### config.mk
export PLATFORM = sky130hd
export DESIGN_NAME = li_shell_input_queue_flat
export DESIGN_NICKNAME = d
export VERILOG_FILES = /design/src/rtl/li_pkg.sv /design/src/rtl/li_link_if.sv /design/src/rtl/li_fifo_storage.sv /design/src/rtl/li_shell_input_queue.sv /design/src/flat_wrapper.sv
export SDC_FILE = /design/constraint.sdc
export NUM_CORES = 1
export LEC_CHECK = 0
export BUFFER_PORTS_ARGS = -buffer_cell sky130_fd_sc_hd__buf_2
export CORE_MARGIN = 10
export CORE_UTILIZATION = 40
export DETAILED_ROUTE_END_ITERATION = 6
export SLEW_MARGIN = 20
export SYNTH_ARGS = -nofsm -noshare
export SYNTH_HDL_FRONTEND = slang
export SYNTH_SLANG_ARGS = --single-unit
### constraint.sdc
create_clock -name clk -period 4.2 [get_ports clk]
set_input_delay 0.42 -clock clk [delete_from_list [all_inputs] [get_ports clk]]
set_output_delay 0.42 -clock clk [all_outputs]
set_load 0.05 [all_outputs]
### src/rtl/li_pkg.sv
// Shared definitions for li_link channel blocks: occupancy sizing and the token layout.
// LI_TOKEN_T(W) expands to the {valid, data} token struct for a payload width W.
`define LI_TOKEN_T(W) struct packed { logic valid; logic [(W)-1:0] data; }

package li_pkg;

    // Bits needed to count 0..depth stored tokens.
    function automatic int occ_width(input int depth);
        return $clog2(depth + 1);
    endfunction

endpackage

### src/rtl/li_link_if.sv
// li_link latency-insensitive channel: data/valid travel downstream, stop travels upstream.
// A token transfers on an edge where valid=1 and stop=0; stop is never a function of valid.
interface li_link #(
    parameter int WIDTH = 6
);
    logic [WIDTH-1:0] data;
    logic             valid;
    logic             stop;

    modport source (output data, output valid, input stop);
    modport sink   (input data, input valid, output stop);
    modport master (output data, output valid, input stop);
    modport slave  (input data, input valid, output stop);
endinterface

### src/rtl/li_fifo_storage.sv
// DEPTH x WIDTH token storage with wrapping write/read pointers and a head read port.
module li_fifo_storage #(
    parameter int WIDTH = 6,
    parameter int DEPTH = 2
) (
    input  logic             clk,
    input  logic             reset,
    input  logic             wr_en,
    input  logic [WIDTH-1:0] wr_data,
    input  logic             rd_en,
    output logic [WIDTH-1:0] rd_data
);
    localparam int PTR_W = (DEPTH > 1) ? $clog2(DEPTH) : 1;

    logic [WIDTH-1:0] mem [DEPTH];
    logic [PTR_W-1:0] wr_ptr;
    logic [PTR_W-1:0] rd_ptr;

    // Explicit wrap so non-power-of-two depths never index past the last entry.
    function automatic logic [PTR_W-1:0] ptr_inc(input logic [PTR_W-1:0] p);
        return (p == PTR_W'(DEPTH - 1)) ? '0 : p + PTR_W'(1);
    endfunction

    always_ff @(posedge clk or negedge reset) begin
        if (!reset) begin
            wr_ptr <= '0;
            rd_ptr <= '0;
            for (int i = 0; i < DEPTH; i++) begin
                mem[i] <= '0;
            end
        end else begin
            if (wr_en) begin
                mem[wr_ptr] <= wr_data;
                wr_ptr      <= ptr_inc(wr_ptr);
            end
            if (rd_en) begin
                rd_ptr <= ptr_inc(rd_ptr);
            end
        end
    end

    assign rd_data = mem[rd_ptr];
endmodule

### src/rtl/li_shell_input_queue.sv
// Sink-end terminator of an li_link channel: buffers tokens and offers them to the pearl.
// Optional same-cycle bypass into an empty queue: define LI_SHELL_INPUT_BYPASS_EN.
module li_shell_input_queue
    import li_pkg::*;
#(
    parameter int WIDTH = 6,
    parameter int DEPTH = 2
) (
    input  logic                        clk,
    input  logic                        reset,
    li_link.sink                        in_link,
    output logic [WIDTH-1:0]            out_data,
    output logic                        out_valid,
    input  logic                        out_ready,
    output logic [occ_width(DEPTH)-1:0] occupancy
);
    localparam int CW = occ_width(DEPTH);

    if (DEPTH < 2) begin : g_depth_check
        $fatal(1, "li_shell_input_queue: DEPTH must be at least 2");
    end

    typedef `LI_TOKEN_T(WIDTH) token_t;

    token_t           in_tok;
    logic [CW-1:0]    count;
    logic [CW-1:0]    count_next;
    logic             stop_q;
    logic             enq;
    logic             head_valid;
    logic             wr_en;
    logic             rd_en;
    logic [WIDTH-1:0] rd_data;

    assign in_tok     = '{valid: in_link.valid, data: in_link.data};
    assign enq        = in_tok.valid && !stop_q;
    assign head_valid = (count != '0);

`ifdef LI_SHELL_INPUT_BYPASS_EN
    logic byp;
    // Bypass only when empty, so a bypassed token can never overtake a stored one.
    assign byp       = !head_valid && enq;
    assign out_valid = head_valid || byp;
    assign out_data  = byp ? in_tok.data : rd_data;
    assign wr_en     = enq && !(byp && out_ready);
    assign rd_en     = head_valid && out_ready;
`else
    assign out_valid = head_valid;
    assign out_data  = rd_data;
    assign wr_en     = enq;
    assign rd_en     = head_valid && out_ready;
`endif

    always_comb begin
        count_next = count;
        case ({wr_en, rd_en})
            2'b10:   count_next = count + CW'(1);
            2'b01:   count_next = count - CW'(1);
            default: count_next = count;
        endcase
    end

    // stop is registered from the post-edge count; this keeps out_ready off the stop path.
    always_ff @(posedge clk or negedge reset) begin
        if (!reset) begin
            count  <= '0;
            stop_q <= 1'b0;
        end else begin
            count  <= count_next;
            stop_q <= (count_next == CW'(DEPTH));
        end
    end

    li_fifo_storage #(
        .WIDTH (WIDTH),
        .DEPTH (DEPTH)
    ) u_storage (
        .clk     (clk),
        .reset   (reset),
        .wr_en   (wr_en),
        .wr_data (in_tok.data),
        .rd_en   (rd_en),
        .rd_data (rd_data)
    );

    assign in_link.stop = stop_q;
    assign occupancy    = count;
endmodule

### src/flat_wrapper.sv
// flat-port wrapper written by rule: the top's interface ports become plain ports
module li_shell_input_queue_flat import li_pkg::*;
#(
    parameter int WIDTH = 6,
    parameter int DEPTH = 2
)
  (clk, reset, out_data, out_valid, out_ready, occupancy, in_link_data, in_link_valid, in_link_stop);
  li_link #(.WIDTH(WIDTH)) in_link_i ();
  input  logic clk;
  input  logic reset;
  output logic [WIDTH-1:0] out_data;
  output logic out_valid;
  input  logic out_ready;
  output logic [occ_width(DEPTH)-1:0] occupancy;
  input wire logic [$bits(in_link_i.data)-1:0] in_link_data;
  input wire logic [$bits(in_link_i.valid)-1:0] in_link_valid;
  output wire logic [$bits(in_link_i.stop)-1:0] in_link_stop;
  assign in_link_i.data = in_link_data;
  assign in_link_i.valid = in_link_valid;
  assign in_link_stop = in_link_i.stop;
  li_shell_input_queue #(.WIDTH(WIDTH), .DEPTH(DEPTH)) u_core (.clk(clk), .reset(reset), .in_link(in_link_i), .out_data(out_data), .out_valid(out_valid), .out_ready(out_ready), .occupancy(occupancy));
endmodule
Word level (Yosys, flattened, before mapping)
Index checks and enable logic that the tools add are counted.
- add/subtract/negate cells: 4
- magnitude comparators: 3
- equality and inequality tests: 3
- muxes and demuxes: 9
- bitwise gates (word level): 2
- reduce and logical (&&, ||, !) cells: 5
- operators with widths (kind ; count):
    6-bit 2-to-1 mux ; 4
    12-bit bitwise mux ; 1
    6-bit demux with 1-bit select ; 1
    2-bit == test (second input constant) ; 2
    2-bit greater-or-equal comparator (second input constant) ; 2
    1-bit NOT with 2-bit output ; 2
    2-bit one-hot mux with 2 select lines ; 1
    1-bit logical AND ; 3
    1-bit adder (second input constant) ; 2
    2-bit by 1-bit adder with 2-bit output (second input constant) ; 1
    2-bit by 1-bit == test with 1-bit output (second input constant) ; 1
    2-bit by 1-bit less-than comparator with 1-bit output (second input constant) ; 1
    1-bit 2-to-1 mux ; 2
    2-bit nonzero test ; 1
    2-bit by 1-bit subtractor with 2-bit output (second input constant) ; 1
    1-bit zero test ; 1
- bits in registers: 17
- input port bits: 10
- logic and storage cells: 32

Logic depth before layout (Yosys ltp)
- depth in word-level cells: 6
- gate-level depth with buffers: 6

Cells and area by module
A second synthesis with hierarchy kept.
- cell total of the unflattened synthesis: 54
- area total of the unflattened synthesis: 757.0 µm²
- modules (own cells, without submodules) (module ; instances ; cells an instance ; area an instance (µm²) ; seq. area each (µm²)):
    li_fifo_storage ; 1 ; 38 ; 590.6 ; 350.3
    li_shell_input_queue ; 1 ; 16 ; 166.4 ; 75.1

Least setup slack after synthesis
OpenSTA, ideal clock, no wires.
- path kind: reg2reg
- start: register u_core.count[0], in the netlist u_core.occupancy[0]
- end: register u_core.count[1], in the netlist u_core.occupancy[1]
- library setup time: 146 ps
- data arrival time: 1914 ps
- path slack: 2140 ps
- stages on the path, launching flop included: 7
- clock period less this slack: 2060 ps
- path through: dfrtp_1 or2_1 and2_4 ha_1 xnor2_1 nor2_1 xor2_1
- word-level cells in the longest chain between the ends: 4
- elaborated cells on any way between the ends: 7
- classes of those cells: 2 x add/sub; 2 x eq/ne; 1 x mux; 2 x reduce/logical
- ends and longest elaborated chain (what ; RTL line ; text):
    start: declaration ; li_shell_input_queue.sv:26 ; logic [CW-1:0] count;
    start signal: assignment ; li_shell_input_queue.sv:69 ; count <= count_next;
    2-bit nonzero test (*) ; li_shell_input_queue.sv:37 ; assign head_valid = (count != '0);
    via out_valid ; flat_wrapper.sv:12 ; output logic out_valid;
    1-bit logical AND (*) ; li_shell_input_queue.sv:51 ; assign rd_en = head_valid && out_ready;
    via u_core.rd_en ; li_shell_input_queue.sv:32 ; logic rd_en;
    2-bit by 1-bit == test with 1-bit output or 2-bit == test (tied branches) ; li_shell_input_queue.sv:56 ; case ({wr_en, rd_en})
    2-bit one-hot mux with 2 select lines (*) ; li_shell_input_queue.sv:56 ;
    via u_core.count_next[1] ; li_shell_input_queue.sv:27 ; logic [CW-1:0] count_next;
Mark *: on every way through the listed nets, which the timed path passes. The rest lies on a longest branch.
A chain may end at the register's enable or synchronous reset.

Final worst setup path
- start: register u_core.u_storage.rd_ptr
- end: output port out_data[0]
- word-level cells in the longest chain between the ends: 4
- ends and longest elaborated chain (what ; RTL line ; text):
    start: declaration ; li_fifo_storage.sv:17 ; logic [PTR_W-1:0] rd_ptr;
    start signal: assignment ; li_fifo_storage.sv:37 ; rd_ptr <= ptr_inc(rd_ptr);
    1-bit NOT with 2-bit output (not written as such) ; li_fifo_storage.sv:42 ; assign rd_data = mem[rd_ptr];
    6-bit 2-to-1 mux (not written as such) (3 in a row) ; li_fifo_storage.sv:42 ;
    end: declaration ; flat_wrapper.sv:11 ; output logic [WIDTH-1:0] out_data;
No other way between the ends. The select of a mux whose other input is x is not followed.

==> flow_metrics.tcl <==
set metrics [dict create \
    yosysWarnings 0 \
    ys_ff_latch 17 \
    cts_tree "yes" \
    vias 459 \
    clock-skew-final_ns 0.00497 \
    synth.most_common_cell "mux2_2" \
    cts.root.buffer_cell "clkbuf_4" \
    cts_sinks 17 \
    yosysUniqueCellTypes 15 \
    ios 20 \
    yosys-mux-area-fraction_pct 26.2 \
    async_flop_share_pct 100 \
    clock_latency_ns 0.29 \
    place_hpwl_um 1050 \
    overflow 0 \
    grt.total_usage_pct 7.45 \
    antenna_found_initial 0 \
    finalSetupViolCount 0 \
    port_buffers 19 \
    synth_commonest_cells "18 x mux2_2, 17 x dfrtp_1, 3 x xnor2_1, 3 x xor2_1" \
    synthTopCellsByArea "dfrtp_1 55%, mux2_2 26%, xnor2_1 3.4%, xor2_1 3.4%, nand3b_4 2.6%" \
    die_h_um 64.0 \
    cpMaxStageDelayCell "dfrtp_1" \
    drv_slew 0 \
    synth_compound_area_share_pct 0.809 \
    drive_above_1_share_pct 59.5 \
    synth_xor_xnor_area_share_pct 6.80 \
    met2_length_um 628 \
    relSlewSlack_pct 75.0 \
    hold_viol 0 \
    synth_top_area_share_pct 55.0 \
    synthAdderAreaFrac_pct 1.62 \
    cts_setup_buffers 0 \
    cts_max_level 1 \
    dieArea_um2 4090 \
    drtIter0Drc 4 \
    fin_tns_setup_ns 0 \
    min_path_type "in2async" \
    rsz0062_at_grt "false" \
    synthSimpleGateAreaFrac_pct 8.90 \
    r2r_slack_ns 2.62 \
    numCtsBuffers 3 \
    slowest_delay_ns 0.55 \
    antenna_left 0 \
    nNetsFinal 86 \
    endpoint_kind "output port" \
    netlist_area_um2 773 \
    worstMarginPinSlew_ns 0.375 \
    synth.avg_cell_area_um2 14.9 \
    r2r_end "u_core.occupancy[1]" \
    hold_buffers 0 \
    post_cts_resized 0 \
    status "completed" \
    start_kind "flip-flop" \
    nFillCells 154 \
    gp_congestion 0.658 \
    initial_core_util_pct 43.4 \
    fin_crit_ns 1.85 \
    core_area_um2 1780 \
    grt_pass1_wl_um 2400 \
    ys.flop_type "dfrtp_1" \
    fmax_ghz 0.542 \
    synth_edf_count 0 \
    syn_nets 63 \
    first_global_vias 508 \
    ys_seq_area_share_pct 55.0 \
    synth_top_family_by_area "multiplexers" \
    wirelength_met1_um 648 \
    period_share_pct 43.9 \
    maxCapViolations 0 \
    clockBufferDepth 2 \
    reg2regPathDepth 5 \
    synth_cells 52 \
    route.detailed.wl_per_inst_um 14.1 \
    die_w_um 64.0 \
    clk_pin_slew_ns 0.10 \
    wl_met3_um 109 \
    synth.largest_area_cell "dfrtp_1" \
    drc 0 \
    grt_max_degree 18 \
    avgViaCountPerCell 4.64 \
    r2r-start "u_core.occupancy[0]" \
    arrival_ns 1.43 \
    criticalPathCategory "reg2out" \
    rows 15 \
    routed_wl_um 1400 \
    syn2layout_area_growth_pct 19.1 \
    maxUsedRoutingLayer "met4" \
    first_pass_iters 4 \
    startpoint "u_core.u_storage.rd_ptr" \
    crit_path_cell_trace "mux2_2, buf_2" \
    critical_path_required_ns 3.78 \
    crit_path_max_fanout 7 \
    diodes 0 \
]
[placed cells by master, fill, tap and decap left out]
master / count
o22ai_1: 1
clkbuf_4: 3
clkbuf_1: 1
or2_1: 1
xnor2_1: 3
ha_1: 1
nand2b_1: 1
and2_4: 1
xor2_1: 3
mux2_2: 18
dfrtp_1: 17
nor2_4: 1
buf_2: 19
nand2b_2: 1
nand3b_4: 1
nand2_1: 1
nor2_1: 1
[sequential cells by signal (all words and copies together) (netlist names)]
register,cells
u_core.occupancy,2
u_core.in_link.stop,1
u_core.u_storage.mem,12
u_core.u_storage.wr_ptr,1
u_core.u_storage.rd_ptr,1
[cell type report]
cell class / instances / area [um^2] / share of cell area (%)
sequential: 17 / 425 / 46.2
multi-input combinational: 34 / 343 / 37.2
timing repair buffer: 19 / 95.1 / 10.3
tap: 25 / 31.3 / 3.40
clock buffer: 4 / 26.3 / 2.85
[per-stage QoR]
stage	setup WS (ns)	std cells	util, %	hold WS [ns]	area, um^2
after floorplan	2.14	52	-	0.124	773
after global routing	2.29	99	51.6	0.0338	921
after global placement	2.65	95	50.2	0.365	895
after CTS	2.33	99	51.6	0.0357	921
final	2.35	99	51.6	0.0296	921
after detailed placement	2.63	95	50.2	0.363	895
[layer usage]
layer	vias to the layer above	global-route usage [%]
met2	14	10.6
met3	2	4.88
met1	218	8.85
met5	-	0
li1	225	-
met4	0	2.46
[worst max-delay path by stage]
stage                     slack [ns]             endpoint  depth (start not counted)
after floorplan                 2.14  u_core.occupancy[1]                          6
after global placement          2.65  u_core.occupancy[1]                          5
after detailed placement        2.63  u_core.occupancy[1]                          5
after CTS                       2.33          out_data[1]                          2
after global routing            2.29          out_data[1]                          2
final                           2.35          out_data[0]                          2
[critical path: cells and delay by family (launching register included)]
kind     cells  cell delay (ns)
mux          1             0.38
buf+inv      1             0.21
flops        1             0.55
[logic make-up (layout without fill, tap and decap cells)]
kind of cell | Yosys count | count (layout)
DFF | 17 | 17
muxes | 18 | 18
buffers and inverters | 1 | 23
adders and majority gates | 1 | 1
AOI/OAI and AO/OA | 1 | 1
and+or+nand+nor | 8 | 8
xor gates and xnor gates | 6 | 6
Power is not shown: default switching activity piles up to over one toggle a cycle in this logic, so the estimate is an artifact.
